`config.mk`:
```
export PLATFORM = sky130hd
export DESIGN_NAME = unidade_controle_rodadas_param_flat
export DESIGN_NICKNAME = d
export VERILOG_FILES = /design/src/rtl/unidade_controle_rodadas_param_if.sv /design/src/rtl/unidade_controle_rodadas_param.sv /design/src/flat_wrapper.sv
export SDC_FILE = /design/constraint.sdc
export NUM_CORES = 1
export LEC_CHECK = 0
export ABC_AREA = 1
export BUFFER_PORTS_ARGS = -buffer_cell sky130_fd_sc_hd__clkbuf_2
export CORE_ASPECT_RATIO = 0.75
export CORE_MARGIN = 2
export CORE_UTILIZATION = 59
export DETAILED_ROUTE_END_ITERATION = 7
export GPL_TIMING_DRIVEN = 0
export HOLD_SLACK_MARGIN = 0.03
export PLACE_DENSITY_LB_ADDON = 0.12
export SLEW_MARGIN = 40
export SYNTH_ARGS = -nofsm -noshare
export SYNTH_HDL_FRONTEND = slang
export SYNTH_SLANG_ARGS = --single-unit
```
`constraint.sdc`:
```
create_clock -name clock -period 2.15 [get_ports clock]
set_input_delay 0.1075 -clock clock [delete_from_list [all_inputs] [get_ports clock]]
set_output_delay 0.1075 -clock clock [all_outputs]
set_load 0.02 [all_outputs]
```
`src/rtl/unidade_controle_rodadas_param_if.sv`:
```
// Control/status bundle between the memory-game control unit and its surroundings.
//   master : drives the game inputs (iniciar, jogada, igual, enderecoIgualRodada, fimL,
//            modo_timeout) and observes the datapath controls and game status.
//   slave  : the control unit; consumes the inputs and drives zeraE/contaE, zeraL/contaL,
//            zeraR/registraR, pronto, acertou, errou, timeout and db_estado.
interface unidade_controle_rodadas_param_if #(
    parameter int unsigned ESTADO_W = 4
);
    logic                iniciar;
    logic                jogada;
    logic                igual;
    logic                enderecoIgualRodada;
    logic                fimL;
    logic                modo_timeout;

    logic                zeraE;
    logic                contaE;
    logic                zeraL;
    logic                contaL;
    logic                zeraR;
    logic                registraR;
    logic                pronto;
    logic                acertou;
    logic                errou;
    logic                timeout;
    logic [ESTADO_W-1:0] db_estado;

    modport master (
        output iniciar, jogada, igual, enderecoIgualRodada, fimL, modo_timeout,
        input  zeraE, contaE, zeraL, contaL, zeraR, registraR,
        input  pronto, acertou, errou, timeout, db_estado
    );

    modport slave (
        input  iniciar, jogada, igual, enderecoIgualRodada, fimL, modo_timeout,
        output zeraE, contaE, zeraL, contaL, zeraR, registraR,
        output pronto, acertou, errou, timeout, db_estado
    );
endinterface

```
`src/rtl/unidade_controle_rodadas_param.sv`:
```
// Moore control unit for the progressive-rounds memory game. Round k needs k correct plays;
// the game is won after the last round (fimL), lost on a wrong play, or lost on a per-play
// timeout when that mode was selected at game start.
// Ports:
//   clock : rising-edge clock
//   reset : asynchronous, active-high
//   ctrl  : slave side of the game bundle (inputs from detector/datapath, datapath controls,
//           status flags and db_estado state code)
module unidade_controle_rodadas_param #(
    parameter int unsigned TIMEOUT_CICLOS = 5000,
    parameter int unsigned ESTADO_W       = 4
) (
    input  logic                               clock,
    input  logic                               reset,
    unidade_controle_rodadas_param_if.slave    ctrl
);

    localparam int unsigned CNT_W = $clog2(TIMEOUT_CICLOS);
    localparam logic [CNT_W-1:0] CntMax = CNT_W'(TIMEOUT_CICLOS - 1);

    typedef enum logic [3:0] {
        Inicial             = 4'd0,
        InicializaElementos = 4'd1,
        InicioRodada        = 4'd2,
        EsperaJogada        = 4'd3,
        RegistraJogada      = 4'd4,
        ComparaJogada       = 4'd5,
        ProximaJogada       = 4'd6,
        ProximaRodada       = 4'd7,
        FinalAcertou        = 4'd10,
        FinalTimeout        = 4'd13,
        FinalErrou          = 4'd14
    } estado_e;

    estado_e          estado_q, estado_d;
    logic [CNT_W-1:0] cnt_q, cnt_d;
    logic             modo_q, modo_d;
    logic [3:0]       codigo;

    always_ff @(posedge clock or posedge reset) begin
        if (reset) begin
            estado_q <= Inicial;
            cnt_q    <= '0;
            modo_q   <= 1'b0;
        end else begin
            estado_q <= estado_d;
            cnt_q    <= cnt_d;
            modo_q   <= modo_d;
        end
    end

    always_comb begin
        estado_d        = estado_q;
        cnt_d           = '0;       // counter only survives while waiting for a play
        modo_d          = modo_q;
        codigo          = estado_q;
        ctrl.zeraE      = 1'b0;
        ctrl.contaE     = 1'b0;
        ctrl.zeraL      = 1'b0;
        ctrl.contaL     = 1'b0;
        ctrl.zeraR      = 1'b0;
        ctrl.registraR  = 1'b0;
        ctrl.pronto     = 1'b0;
        ctrl.acertou    = 1'b0;
        ctrl.errou      = 1'b0;
        ctrl.timeout    = 1'b0;

        case (estado_q)
            Inicial: begin
                ctrl.zeraE = 1'b1;
                ctrl.zeraL = 1'b1;
                ctrl.zeraR = 1'b1;
                if (ctrl.iniciar) estado_d = InicializaElementos;
            end
            InicializaElementos: begin
                ctrl.zeraE = 1'b1;
                ctrl.zeraL = 1'b1;
                ctrl.zeraR = 1'b1;
                modo_d     = ctrl.modo_timeout;
                estado_d   = InicioRodada;
            end
            InicioRodada: begin
                ctrl.zeraE = 1'b1;
                estado_d   = EsperaJogada;
            end
            EsperaJogada: begin
                cnt_d = (cnt_q == CntMax) ? cnt_q : cnt_q + CNT_W'(1);
                // A play arriving on the expiry cycle still counts.
                if (ctrl.jogada) begin
                    estado_d = RegistraJogada;
                end else if (modo_q && (cnt_q == CntMax)) begin
                    estado_d = FinalTimeout;
                end
            end
            RegistraJogada: begin
                ctrl.registraR = 1'b1;
                estado_d       = ComparaJogada;
            end
            ComparaJogada: begin
                if (!ctrl.igual) begin
                    estado_d = FinalErrou;
                end else if (!ctrl.enderecoIgualRodada) begin
                    estado_d = ProximaJogada;
                end else if (ctrl.fimL) begin
                    estado_d = FinalAcertou;
                end else begin
                    estado_d = ProximaRodada;
                end
            end
            ProximaJogada: begin
                ctrl.contaE = 1'b1;
                estado_d    = EsperaJogada;
            end
            ProximaRodada: begin
                ctrl.contaL = 1'b1;
                estado_d    = InicioRodada;
            end
            FinalAcertou: begin
                ctrl.pronto  = 1'b1;
                ctrl.acertou = 1'b1;
                if (ctrl.iniciar) estado_d = InicializaElementos;
            end
            FinalErrou: begin
                ctrl.pronto = 1'b1;
                ctrl.errou  = 1'b1;
                if (ctrl.iniciar) estado_d = InicializaElementos;
            end
            FinalTimeout: begin
                ctrl.pronto  = 1'b1;
                ctrl.errou   = 1'b1;
                ctrl.timeout = 1'b1;
                if (ctrl.iniciar) estado_d = InicializaElementos;
            end
            default: begin
                estado_d = Inicial;
                codigo   = 4'hF;
            end
        endcase
    end

    assign ctrl.db_estado = ESTADO_W'(codigo);

endmodule
```
`src/flat_wrapper.sv`:
```
// flat-port wrapper written by rule: the top's interface ports become plain ports
module unidade_controle_rodadas_param_flat 
#(
    parameter int unsigned TIMEOUT_CICLOS = 5000,
    parameter int unsigned ESTADO_W       = 4
)
  (clock, reset, ctrl_iniciar, ctrl_jogada, ctrl_igual, ctrl_enderecoIgualRodada, ctrl_fimL, ctrl_modo_timeout, ctrl_zeraE, ctrl_contaE, ctrl_zeraL, ctrl_contaL, ctrl_zeraR, ctrl_registraR, ctrl_pronto, ctrl_acertou, ctrl_errou, ctrl_timeout, ctrl_db_estado);
  unidade_controle_rodadas_param_if #(.ESTADO_W(ESTADO_W)) ctrl_i ();
  input  logic clock;
  input  logic reset;
  input wire logic [$bits(ctrl_i.iniciar)-1:0] ctrl_iniciar;
  input wire logic [$bits(ctrl_i.jogada)-1:0] ctrl_jogada;
  input wire logic [$bits(ctrl_i.igual)-1:0] ctrl_igual;
  input wire logic [$bits(ctrl_i.enderecoIgualRodada)-1:0] ctrl_enderecoIgualRodada;
  input wire logic [$bits(ctrl_i.fimL)-1:0] ctrl_fimL;
  input wire logic [$bits(ctrl_i.modo_timeout)-1:0] ctrl_modo_timeout;
  output wire logic [$bits(ctrl_i.zeraE)-1:0] ctrl_zeraE;
  output wire logic [$bits(ctrl_i.contaE)-1:0] ctrl_contaE;
  output wire logic [$bits(ctrl_i.zeraL)-1:0] ctrl_zeraL;
  output wire logic [$bits(ctrl_i.contaL)-1:0] ctrl_contaL;
  output wire logic [$bits(ctrl_i.zeraR)-1:0] ctrl_zeraR;
  output wire logic [$bits(ctrl_i.registraR)-1:0] ctrl_registraR;
  output wire logic [$bits(ctrl_i.pronto)-1:0] ctrl_pronto;
  output wire logic [$bits(ctrl_i.acertou)-1:0] ctrl_acertou;
  output wire logic [$bits(ctrl_i.errou)-1:0] ctrl_errou;
  output wire logic [$bits(ctrl_i.timeout)-1:0] ctrl_timeout;
  output wire logic [$bits(ctrl_i.db_estado)-1:0] ctrl_db_estado;
  assign ctrl_i.iniciar = ctrl_iniciar;
  assign ctrl_i.jogada = ctrl_jogada;
  assign ctrl_i.igual = ctrl_igual;
  assign ctrl_i.enderecoIgualRodada = ctrl_enderecoIgualRodada;
  assign ctrl_i.fimL = ctrl_fimL;
  assign ctrl_i.modo_timeout = ctrl_modo_timeout;
  assign ctrl_zeraE = ctrl_i.zeraE;
  assign ctrl_contaE = ctrl_i.contaE;
  assign ctrl_zeraL = ctrl_i.zeraL;
  assign ctrl_contaL = ctrl_i.contaL;
  assign ctrl_zeraR = ctrl_i.zeraR;
  assign ctrl_registraR = ctrl_i.registraR;
  assign ctrl_pronto = ctrl_i.pronto;
  assign ctrl_acertou = ctrl_i.acertou;
  assign ctrl_errou = ctrl_i.errou;
  assign ctrl_timeout = ctrl_i.timeout;
  assign ctrl_db_estado = ctrl_i.db_estado;
  unidade_controle_rodadas_param #(.TIMEOUT_CICLOS(TIMEOUT_CICLOS), .ESTADO_W(ESTADO_W)) u_core (.clock(clock), .reset(reset), .ctrl(ctrl_i));
endmodule
```
After elaboration in Yosys (flattened, before gate mapping)
Index checks and enable logic that the tools add are counted.

Bits in writable memories: 0. Bits in read-only memories: 0. Input port bits: 8. Memories: 0. Flip-flop bits (word level): 18. Logic and storage cells: 48. Bits in latches: 0. Output and inout port bits: 14.

Equality and inequality tests: 14. Reduce and logical (&&, ||, !) cells: 11. Add/sub/neg operators: 1. Multiply operators: 0. Divide/modulo/power cells: 0. Bitwise logic cells: 0. Shift operators: 0. Mux-type cells: 19. Magnitude comparators: 0.

Operators with widths (number): $mux W4 (7); $mux W13 (2); $pmux W4 S6 (1); $eq A4 B3 Y1 const B (4); $add A13 B1 Y13 const B (1); $eq A13 B13 Y1 const B (1); $eq A4 B4 Y1 const B (3); $reduce_or A11 Y1 (1); $mux W1 (9); $eq A4 B2 Y1 const B (2); $reduce_or A2 Y1 (4); $reduce_or A3 Y1 (2); $eq A4 B1 Y1 const B (1); $logic_not A4 Y1 (1); $reduce_or A4 Y1 (1); $ne A3 B2 Y1 const B (1); $ne A2 B1 Y1 const B (1); $ne A2 B2 Y1 const B (1); $reduce_and A2 Y1 (1); $logic_and A1 B1 Y1 (1).

Logic depth before layout (Yosys ltp)
Gate-level depths: netlist of run 1.

Depth in word-level cells: 5. Depth in mapped cells: 10. Depth with buffers taken out: 10.

Worst setup path before layout of run 1
Ideal clock, no wire load.

Kind: flip-flop to output port. From: reg u_core.estado_q[3]. To: out ctrl_zeraR. Buffers on the path: 2. Path slack: 0.810 ns. Cell stages (with the launch flop): 6. Arrival time: 1.232 ns. Data required time: 2.043 ns. Cell sequence: dfrtp_1 -> buf_6 -> nor2_4 -> inv_2 -> nor2_1 -> buf_4.

Longest elaborated chain between the ends: 3.

Ends and longest elaborated chain: from (decl) (line unidade_controle_rodadas_param.sv:35) `estado_e estado_q, estado_d;`; from (signal assigned) (line unidade_controle_rodadas_param.sv:42) `estado_q <= Inicial;`; from (signal assigned) (line unidade_controle_rodadas_param.sv:46) `estado_q <= estado_d;`; $eq A4 B1 Y1 or $logic_not A4 Y1 (tied branches); $reduce_or A2 Y1 (no source line) (*); $mux W1 (*); to (decl) (line flat_wrapper.sv:21) `output wire logic [$bits(ctrl_i.zeraR)-1:0] ctrl_zeraR;`.

Mark *: on every way between the ends. The rest lies on a longest branch, timed or not.

Final worst setup path of run 1
From: reg u_core.estado_q[3]. To: out ctrl_zeraR.

Longest elaborated chain between the ends: 3.

Ends and longest elaborated chain: $eq A4 B1 Y1 or $logic_not A4 Y1 (tied branches) (line unidade_controle_rodadas_param.sv:68) `case (estado_q)`; $reduce_or A2 Y1 (no source line) (*); $mux W1 (*) (line unidade_controle_rodadas_param.sv:68).

Marked as above.

==> results of run 1 <==
synth_stat cells:
cell type and instances:
nand2_1 44, inv_1 26, nor2_1 24, dfrtp_1 18, nand3_1 12, inv_2 8, o21ai_1 8, a21oi_1 7
nand2_2 5, buf_6 4, nand3_2 3, nand4_1 3, nor2_4 3, o21ai_0 3, nand2_4 2, nor2_2 2
buf_4 1, clkbuf_1 1, ha_1 1, inv_4 1, nand3b_1 1, nor3_1 1, nor4_1 1, o211ai_1 1
o21bai_4 1, xnor2_1 1, xor2_1 1
routing by layer:
metal  wire (um)  GRT usage [%]  vias to the layer above
li1            -              -                      613
met1        1270           33.5                      539
met2        1140           32.0                       43
met3         172           6.14                        5
met4          30           5.12                        0
met5           0              0                        -
sequential cells by signal, summed over array words and instances (netlist names):
| register | cells |
|---|---|
| u_core.modo_q | 1 |
| u_core.cnt_q | 13 |
| u_core.estado_q | 4 |
kinds of logic (layout without fill, tap and decap cells):
group           Yosys count  after routing  share of synthesized area (%)
flops                    18             18                           35.5
simple gates            101            101                           38.0
buf+inv                  41             68                           15.0
fa+ha+maj                 1              1                          0.985
xor+xnor                  2              2                           1.38
compound gates           20             20                           9.16
cells in the final DEF (no fill, tap or decap), drive strengths merged:
cell type / instances
nor3: 1
clkbuf: 26
ha: 1
buf: 5
o21ai: 11
nand4: 3
dfrtp: 18
nand3: 15
nor4: 1
dlygate4sd3: 2
nor2: 29
o21bai: 1
nand2: 51
nand3b: 1
inv: 35
xnor2: 1
xor2: 1
a21oi: 7
o211ai: 1
how the worst max path moves through the flow:
| stage | startpoint | endpoint | slack [ns] |
|---|---|---|---|
| after global placement | u_core.cnt_q[0] | u_core.estado_q[1] | 0.73 |
| after global routing | u_core.estado_q[3] | ctrl_zeraR | 0.45 |
| final | u_core.estado_q[3] | ctrl_zeraR | 0.59 |
| after CTS | u_core.estado_q[3] | ctrl_zeraR | 0.57 |
| after floorplan | u_core.estado_q[3] | ctrl_zeraR | 0.81 |
| after detailed placement | u_core.cnt_q[1] | u_core.estado_q[3] | 0.69 |
through the flow:
step                std cells  util, %  hold slack, ns
floorplan                 183        -          0.0461
global placement          228     69.8           0.214
detailed placement        228     69.8           0.226
CTS                       234     72.5           0.185
global route              234     72.5           0.194
finish                    234     72.5           0.194
worst max-delay path, stage by stage, from the launching register on:
cell and delay (ns):
dfrtp_1 0.39, buf_6 0.14, nor2_4 0.18, inv_2 0.08, nor2_1 0.12, buf_4 0.12, clkbuf_2 0.15
final cells by class:
cell class | count | area share [%]
timing repair buffer | 23 | 8.56
buffer | 6 | 3.85
clock buffer | 4 | 2.48
tap | 24 | 2.05
sequential | 18 | 30.8
inverter | 35 | 9.16
multi-input combinational | 124 | 43.1
report_power, final:
group | switching, W | internal (W)
logic | 0.000698 | 0.000386
clock network | 0.000106 | 0.000103
registers | 0.0000519 | 0.000397
==> flow_metrics.tcl, run 1 <==
set metrics [dict create \
    outcome "completed" \
    n_antenna_cell 0 \
    crit_type "reg2out" \
    nets 220 \
    cts_setup_buffers 0 \
    die_h_um 44.2 \
    remaining_drc_errors 0 \
    powerDensity_mw_per_mm2 1190 \
    cts_resized 0 \
    hold_violations 0 \
    overflow 0 \
    grt_use_total_pct 22.3 \
    pre_cts_slack_ns 0.690 \
    clockRootBuffer "clkbuf_4" \
    grt_pass1_vias 968 \
    drt_iter0_markers 51 \
    slew_headroom_pct 54.7 \
    synthesis.nets 192 \
    fin_crit_sh_pct 72.7 \
    hold_end "u_core.estado_q[2]" \
    power_w 0.00174 \
    htreeDepth 1 \
    layout_setup_ws_ns 0.588 \
    crit_fanout 8 \
    dieArea_mm2 0.00254 \
    start_kind "flip-flop" \
    ys_seq_elements 18 \
    reg2reg_setup_slack_ns 0.65 \
    holdPathStages 4 \
    grt_max_degree 19 \
    grt_setup_unrepaired "false" \
    hold_buffers 2 \
    initial_core_util_pct 63.0 \
    fin_area_mm2 0.00146 \
    vdd_drop_max_mv 1.11 \
    fillers 163 \
    yosysWarnings 0 \
    cts_tree "built" \
    drive_above_1_share_pct 26.2 \
    r2r_end "u_core.estado_q[3]" \
    p_leak_nw 0.796 \
    gp_congestion 0.869 \
    dieWidth_um 57.6 \
    finalCriticalPeriod_ns 1.56 \
    setup_viol 0 \
    yosysSeqAreaShare_pct 35.5 \
    cp-end-kind "output pin" \
    syn_avg_cell_area_um2 6.94 \
    setup_tns_ns 0 \
    area_growth_pct 15.1 \
    dp_hpwl_um 2070 \
    grt_pass1_wl_um 4310 \
    synth.largest_area_cell "dfrtp_1" \
    routed_wl_um 2610 \
    clk_pin_slew_ns 0.10 \
    syn-cell-area_mm2 0.00127 \
    antenna_found_initial 0 \
    hold_path_class "in2reg" \
    antenna_left 0 \
    postSynthCellCount 183 \
    worst_pin_slew_ns 0.679 \
    vias_per_cell 5.13 \
    max_cap_viol_count 0 \
    yosysTopAreaCellShare_pct 35.5 \
    clock_sinks 18 \
    wl_per_cell_um 11.1 \
    core_mm2 0.00201 \
    r2r-start "u_core.cnt_q[0]" \
    crit_required_ns 2.04 \
    clkLatencyLatePin_ns 0.30 \
    hp-start "ctrl_iniciar" \
    port_buffers 21 \
    multi_input_area_um2 629 \
    slew_violations 0 \
    seqCellArea_um2 450 \
    rr_worst_depth 10 \
    synth_cell_types 27 \
    cts_buffers 3 \
    skew_ns 0.0105 \
    synthTopCellsByArea "dfrtp_1 (35%), nand2_1 (13%), inv_1 (7.7%)" \
    dpl-instance-area_mm2 0.00141 \
    via_count 1200 \
    ios 22 \
    rows 14 \
    fmax_mhz 640 \
    cts_max_path_buffers 2 \
    critPathArrivalTime_ns 1.45 \
    drt-pass1-iter-count 4 \
]
Note: power is estimated with default switching activity, not from simulation.
==> inputs of run 2 (changes only) <==
Settings changed: CORE_UTILIZATION 59 to 50.
Clock period 2.15 ns to 1.4 ns, I/O delays scaled along.
==> run 2 against run 1 <==
Against the previous run:
- the run now ends with setup timing left
- design area up 17%
- via count rose by 10%
- sequential share of layout area fell by 4.3 points
- critical path depth increased by 1
- setup slack got worse by 0.68 ns
- die area rose by 17%
- utilization hardly changed
==> flow_metrics.tcl, run 2 (same netlist as run 1, synthesis figures left out) <==
set metrics [dict create \
    outcome "finished, violations left" \
    violations "setup timing" \
    remaining_drc_errors 0 \
    setup_viol 11 \
    via_count 1320 \
    cpMaxStageDelayCell "dfrtp_1" \
    hold_path_class "in2reg" \
    area_growth_pct 34.1 \
    wl_met1_um 1420 \
    crit_type "reg2out" \
    r2r-start "u_core.cnt_q[3]" \
    htreeDepth 1 \
    max_cap_viol_count 0 \
    p_leak_nw 0.873 \
    grt_pass1_wl_um 4490 \
    finalNonFillerCells 256 \
    top_layer "met4" \
    start_kind "flip-flop" \
    dp_hpwl_um 2080 \
    initial_core_util_pct 54.1 \
    n_antenna_cell 0 \
    hp-start "ctrl_iniciar" \
    dieWidth_um 62.2 \
    dr_wl_met2_um 1680 \
    slew_headroom_pct 54.6 \
    die_h_um 47.6 \
    overflow 0 \
    grt_pass1_vias 1008 \
    wl_met3_um 185 \
    routed_wl_um 3310 \
    grt_max_degree 19 \
    crit_fanout 6 \
    crit_required_ns 1.33 \
    pre_cts_slack_ns -0.0588 \
    antenna_left 0 \
    rows 15 \
    gp_congestion 0.824 \
    cts_tree "built" \
    clkLatencyLatePin_ns 0.29 \
    path_cells "buf_6, inv_4, nor2_4, inv_2, nand3_2, nand2_2, buf_6" \
    port_buffers 21 \
    regMostFlops "u_core.cnt_q" \
    clock_sinks 18 \
    cp-end-kind "output pin" \
    cts_max_path_buffers 2 \
    antenna_found_initial 0 \
    clk_pin_slew_ns 0.10 \
    slew_violations 0 \
    placedCellCount 238 \
    layout_setup_ws_ns -0.0887 \
    core_mm2 0.00235 \
    vias_per_cell 5.16 \
    cts_buffers 3 \
    finalCriticalPeriod_ns 1.49 \
    worst_path_most_repeated_cell "buf_6" \
    dieArea_mm2 0.00296 \
    fmax_mhz 672 \
    final_common_cell "nand2_1" \
    fillers 194 \
    critPathArrivalTime_ns 1.42 \
    ios 22 \
    worst_pin_slew_ns 0.681 \
    slowest_delay_ns 0.36 \
    largest_reg_flops 13 \
    nets 233 \
    skew_ns 0.00165 \
    layout_common_cells "nand2_1 (34), inv_1 (23), nor2_1 (20)" \
    drt_iter0_markers 87 \
    hold_violations 0 \
    critPathLaunch "u_core.estado_q[1]" \
    fin_crit_sh_pct 106 \
    drive_above_1_share_pct 39.6 \
    vdd_drop_max_mv 1.05 \
    powerDensity_mw_per_mm2 1950 \
    grt_use_total_pct 19.9 \
    drt-pass1-iter-count 5 \
    clockRootBuffer "clkbuf_4" \
    wl_per_cell_um 12.9 \
    grt_setup_unrepaired "true" \
    reg_top3 "u_core.cnt_q (13), u_core.estado_q (4), u_core.modo_q (1)" \
]
run 2: cell count changes in the layout (fill, tap and decap cells not counted), sizes merged:
| cell | before | now |
|---|---|---|
| buf | 5 | 29 |
| clkbuf | 26 | 14 |
run 2: cell type report:
type	instances	area [um2]	area share [%]
multi-input combinational	124	707	41.5
sequential	18	452	26.5
timing repair buffer	36	283	16.6
inverter	35	136	8.01
buffer	6	60.1	3.53
tap	34	42.5	2.50
clock buffer	3	22.5	1.32
run 2: worst max-delay path: cells and delay by family (launching register included):
family	cells	cell delay [ns]
flops	1	0.36
buf+inv	4	0.40
simple gates	3	0.37
run 2: metal layers:
layer | vias to the layer above | track usage (%)
met5 | - | 0
met4 | 0 | 2.67
met3 | 4 | 5.41
met2 | 50 | 33.3
met1 | 621 | 27.6
li1 | 645 | -
run 2: per-stage QoR:
| step | power, W | instance area [um2] | util, % | hold slack (ns) | TNS (ns) |
|---|---|---|---|---|---|
| 2_1_floorplan | 0.00197 | 1270 | - | 0.00857 | 0 |
| 3_3_place_gp | 0.00231 | 1420 | 60.4 | 0.185 | -0.110 |
| 3_5_place_dp | 0.00235 | 1420 | 60.4 | 0.190 | -0.214 |
| 4_1_cts | 0.00278 | 1540 | 65.4 | 0.161 | 0 |
| 5_1_grt | 0.00352 | 1700 | 72.6 | 0.172 | -1.57 |
| 6_report | 0.00331 | 1700 | 72.6 | 0.158 | -0.433 |
run 2: repair_timing:
| item | in CTS | in global routing |
|---|---|---|
| hold buffers | 2 | 0 |
| pin swaps | 1 | 12 |
| hold endpoints to repair | 19 | 0 |
| setup buffers | 5 | 8 |
| setup endpoints to repair | 15 | 20 |
| resized for setup | 10 | 48 |
run 2: final timing paths:
kind	end	slack, ns	cells past startpoint
worst min register to register	u_core.cnt_q[8]	0.50	1
max in group asynchronous	u_core.estado_q[0]	0.54	3
min in group asynchronous	u_core.cnt_q[11]	0.39	3
worst max register to register	u_core.estado_q[2]	-0.04	8
worst max-delay path	ctrl_db_estado[2]	-0.09	7
worst min-delay path	u_core.estado_q[2]	0.16	4
run 2: power by group:
group / switching, W / total [W] / internal [W]
Sequential: 0.0000827 / 0.000695 / 0.000612
Clock: 0.000155 / 0.000255 / 0.000100
Combinational: 0.00136 / 0.00236 / 0.000999
==> inputs of run 3 (changes only) <==
Settings changed: ABC_AREA 1 to default, CORE_UTILIZATION 50 to 49, PLACE_DENSITY from default to 0.75, PLACE_DENSITY_LB_ADDON 0.12 to default.
==> run 3 against run 2 <==
Against the previous run:
- the flow still finishes with violations (setup timing)
- count of clock-buffer cells in the layout increased by 1
- critical path depth decreased by 3
- design area increased by 22%
- die area decreased by 5.2%
- setup slack got worse by 0.29 ns
- final cell count decreased by 9.4%
- first-iteration DRC count increased by 16%
- non-clock buffer count increased by 23
- utilization increased by 18 points
- clock power increased by 37%
- critical endpoint is now u_core.cnt_q[3]
- largest power group unchanged
- highest routed layer unchanged
==> flow_metrics.tcl, run 3 <==
set metrics [dict create \
    drt_iter0_markers 101 \
    pre_cts_slack_ns -0.384 \
    crit_buf_inv 0 \
    vdd_drop_max_mv 1.35 \
    crit_required_ns 1.65 \
    async_flop_share_pct 100 \
    slowest_delay_ns 0.55 \
    setup_tns_ns -5.04 \
    grt_setup_unrepaired "true" \
    hold_violations 0 \
    syn-cell-area_mm2 0.00117 \
    outcome "finished, violations left" \
    final_common_cell "buf_4" \
    fillers 100 \
    clkLatencyLatePin_ns 0.33 \
    dieWidth_um 60.5 \
    ios 22 \
    fmax_mhz 563 \
    yosys.area_share.simple_pct 33.4 \
    via_count 1494 \
    path_cells "nand2_1, or3_4, or4_1, nand2_1" \
    cp-end-kind "flip-flop" \
    yosysMostFrequentCell "dfrtp_1" \
    largest_reg_flops 13 \
    hold_path_class "in2reg" \
    skew_ns 0.0198 \
    yosysTopAreaCellShare_pct 38.3 \
    crit_family "simple AND/OR/NAND/NOR gates" \
    routed_wl_um 5080 \
    synth_common_cells "dfrtp_1 (18), nand2_1 (15), nor2_1 (14)" \
    cts_tree "built" \
    seqCellArea_um2 458 \
    synthXorXnorAreaFrac_pct 5.96 \
    synth_ff_type "dfrtp_1" \
    cts_max_path_buffers 2 \
    clockRootBuffer "clkbuf_4" \
    antenna_left 0 \
    overflow 0 \
    cts_buffers 3 \
    remaining_drc_errors 0 \
    vias_per_cell 6.44 \
    grt_pass1_wl_um 5870 \
    p_leak_nw 0.920 \
    drive_above_1_share_pct 56.6 \
    grt_pass1_vias 1231 \
    reg_top3 "u_core.cnt_q (13), u_core.estado_q (4), u_core.modo_q (1)" \
    slew_violations 0 \
    die_h_um 46.4 \
    wl_per_cell_um 21.9 \
    start_kind "flip-flop" \
    core_mm2 0.00229 \
    whs_ns 0.112 \
    max_cap_viol_count 0 \
    crit_type "reg2reg" \
    layout_setup_ws_ns -0.376 \
    slew_headroom_pct 51.4 \
    cpMaxStageDelayCell "or4_1" \
    n_antenna_cell 0 \
    gp_congestion 0.839 \
    synth_compound_area_share_pct 12.0 \
    yosysWarnings 0 \
    worst_path_most_repeated_cell "nand2_1" \
    grt_max_degree 19 \
    crit_fanout 5 \
    finalNonFillerCells 232 \
    layout_common_cells "buf_4 (22), buf_6 (19), dfrtp_1 (12)" \
    synthTopCellsByArea "dfrtp_1 (38%), xnor2_1 (5.2%), nand2_1 (4.8%)" \
    synthesis.nets 147 \
    port_buffers 21 \
    muxShareOfSynthArea_pct 1.81 \
    yosysSeqAreaShare_pct 38.3 \
    drt-pass1-iter-count 4 \
    antenna_found_initial 0 \
    dp_hpwl_um 1860 \
    synth.largest_area_cell "dfrtp_1" \
    rows 15 \
    setup_viol 32 \
    dieArea_mm2 0.00281 \
    ys_seq_elements 18 \
    worst_pin_slew_ns 0.729 \
    fin_crit_sh_pct 127 \
    critPathArrivalTime_ns 2.02 \
    syn_avg_cell_area_um2 8.51 \
    nets 208 \
    grt_use_total_pct 29.1 \
    powerDensity_mw_per_mm2 1770 \
    placedCellCount 193 \
    clk_pin_slew_ns 0.12 \
    htreeDepth 1 \
    postSynthCellCount 138 \
    finalCriticalPeriod_ns 1.78 \
    violations "setup timing" \
    synth-adder-area-share_pct 1.06 \
    final_util_pct 90.9 \
    synth_cell_types 44 \
    area_growth_pct 77.1 \
    clock_sinks 18 \
    regMostFlops "u_core.cnt_q" \
    initial_core_util_pct 51.3 \
    synth-edff-count 0 \
    synth_top_family_by_area "simple AND/OR/NAND/NOR gates" \
    multi_input_area_um2 866 \
]
## run 3: changes by cell type after synthesis, sizes merged, moves of 8 or more
cell / before / now
nor2: 29 / 14
nand3: 15 / 7
nor3: 1 / 9
nand2: 51 / 15
inv: 35 / 8
## run 3: final cells by class
| class | count | area share [%] |
|---|---|---|
| repair buffers | 57 | 26.2 |
| flip-flops and latches | 18 | 22.0 |
| multi-input cells | 103 | 41.6 |
| well taps | 34 | 2.04 |
| clock buffers | 4 | 1.74 |
| plain buffers | 8 | 4.57 |
| inverters | 8 | 1.80 |
## run 3: worst reg2reg max path, stage by stage (launching register included)
cell and delay [ns]:
dfrtp_2 0.50, nand2_1 0.17, or3_4 0.38, or4_1 0.56, nand2_1 0.09
## run 3: worst paths after layout
kind	startpoint	end	slack [ns]	cells past startpoint
setup / recovery	u_core.estado_q[1]	u_core.cnt_q[3]	-0.38	4
max in group asynchronous	reset	u_core.cnt_q[3]	0.50	3
setup reg to reg	u_core.estado_q[1]	u_core.cnt_q[3]	-0.38	4
hold / removal	ctrl_jogada	u_core.estado_q[1]	0.11	4
min in group asynchronous	reset	u_core.estado_q[3]	0.38	3
hold reg to reg	u_core.modo_q	u_core.modo_q	0.59	1
## run 3: layer usage
layer | up-vias | track usage (%) | wire length [um]
li1 | 612 | - | -
met1 | 714 | 38.4 | 1930
met2 | 127 | 46.5 | 2300
met3 | 41 | 7.02 | 565
met4 | 0 | 11.3 | 287
met5 | - | 0 | 0
## run 3: report_power, final
part | internal [W] | leakage [nW] | switching [W]
Clock | 0.000159 | 0.0210 | 0.000190
Sequential | 0.000610 | 0.233 | 0.000157
Combinational | 0.00131 | 0.666 | 0.00126
Total | 0.00208 | 0.920 | 0.00160
## run 3: logic make-up (layout without fill, tap and decap cells)
group | after synthesis | in the layout
fa+ha+maj | 1 | 1
mux | 2 | 2
buf+inv | 17 | 77
compound gates | 22 | 22
flops | 18 | 18
simple gates | 70 | 70
xor+xnor | 8 | 8
## run 3: per-stage QoR
stage               power, W  instance area (um2)
floorplan            0.00161                 1220
global placement     0.00190                 1360
detailed placement   0.00192                 1360
CTS                  0.00296                 1830
global route         0.00381                 2080
finish               0.00368                 2080
## run 3: what timing repair did
action                     in CTS  in global routing
hold buffers                    2                  0
hold endpoints to repair       19                  0
setup endpoints to repair      29                 31
resized for setup              60                 60
buffers inserted               26                  9
pin swaps                      21                 19
cloned                          0                  1
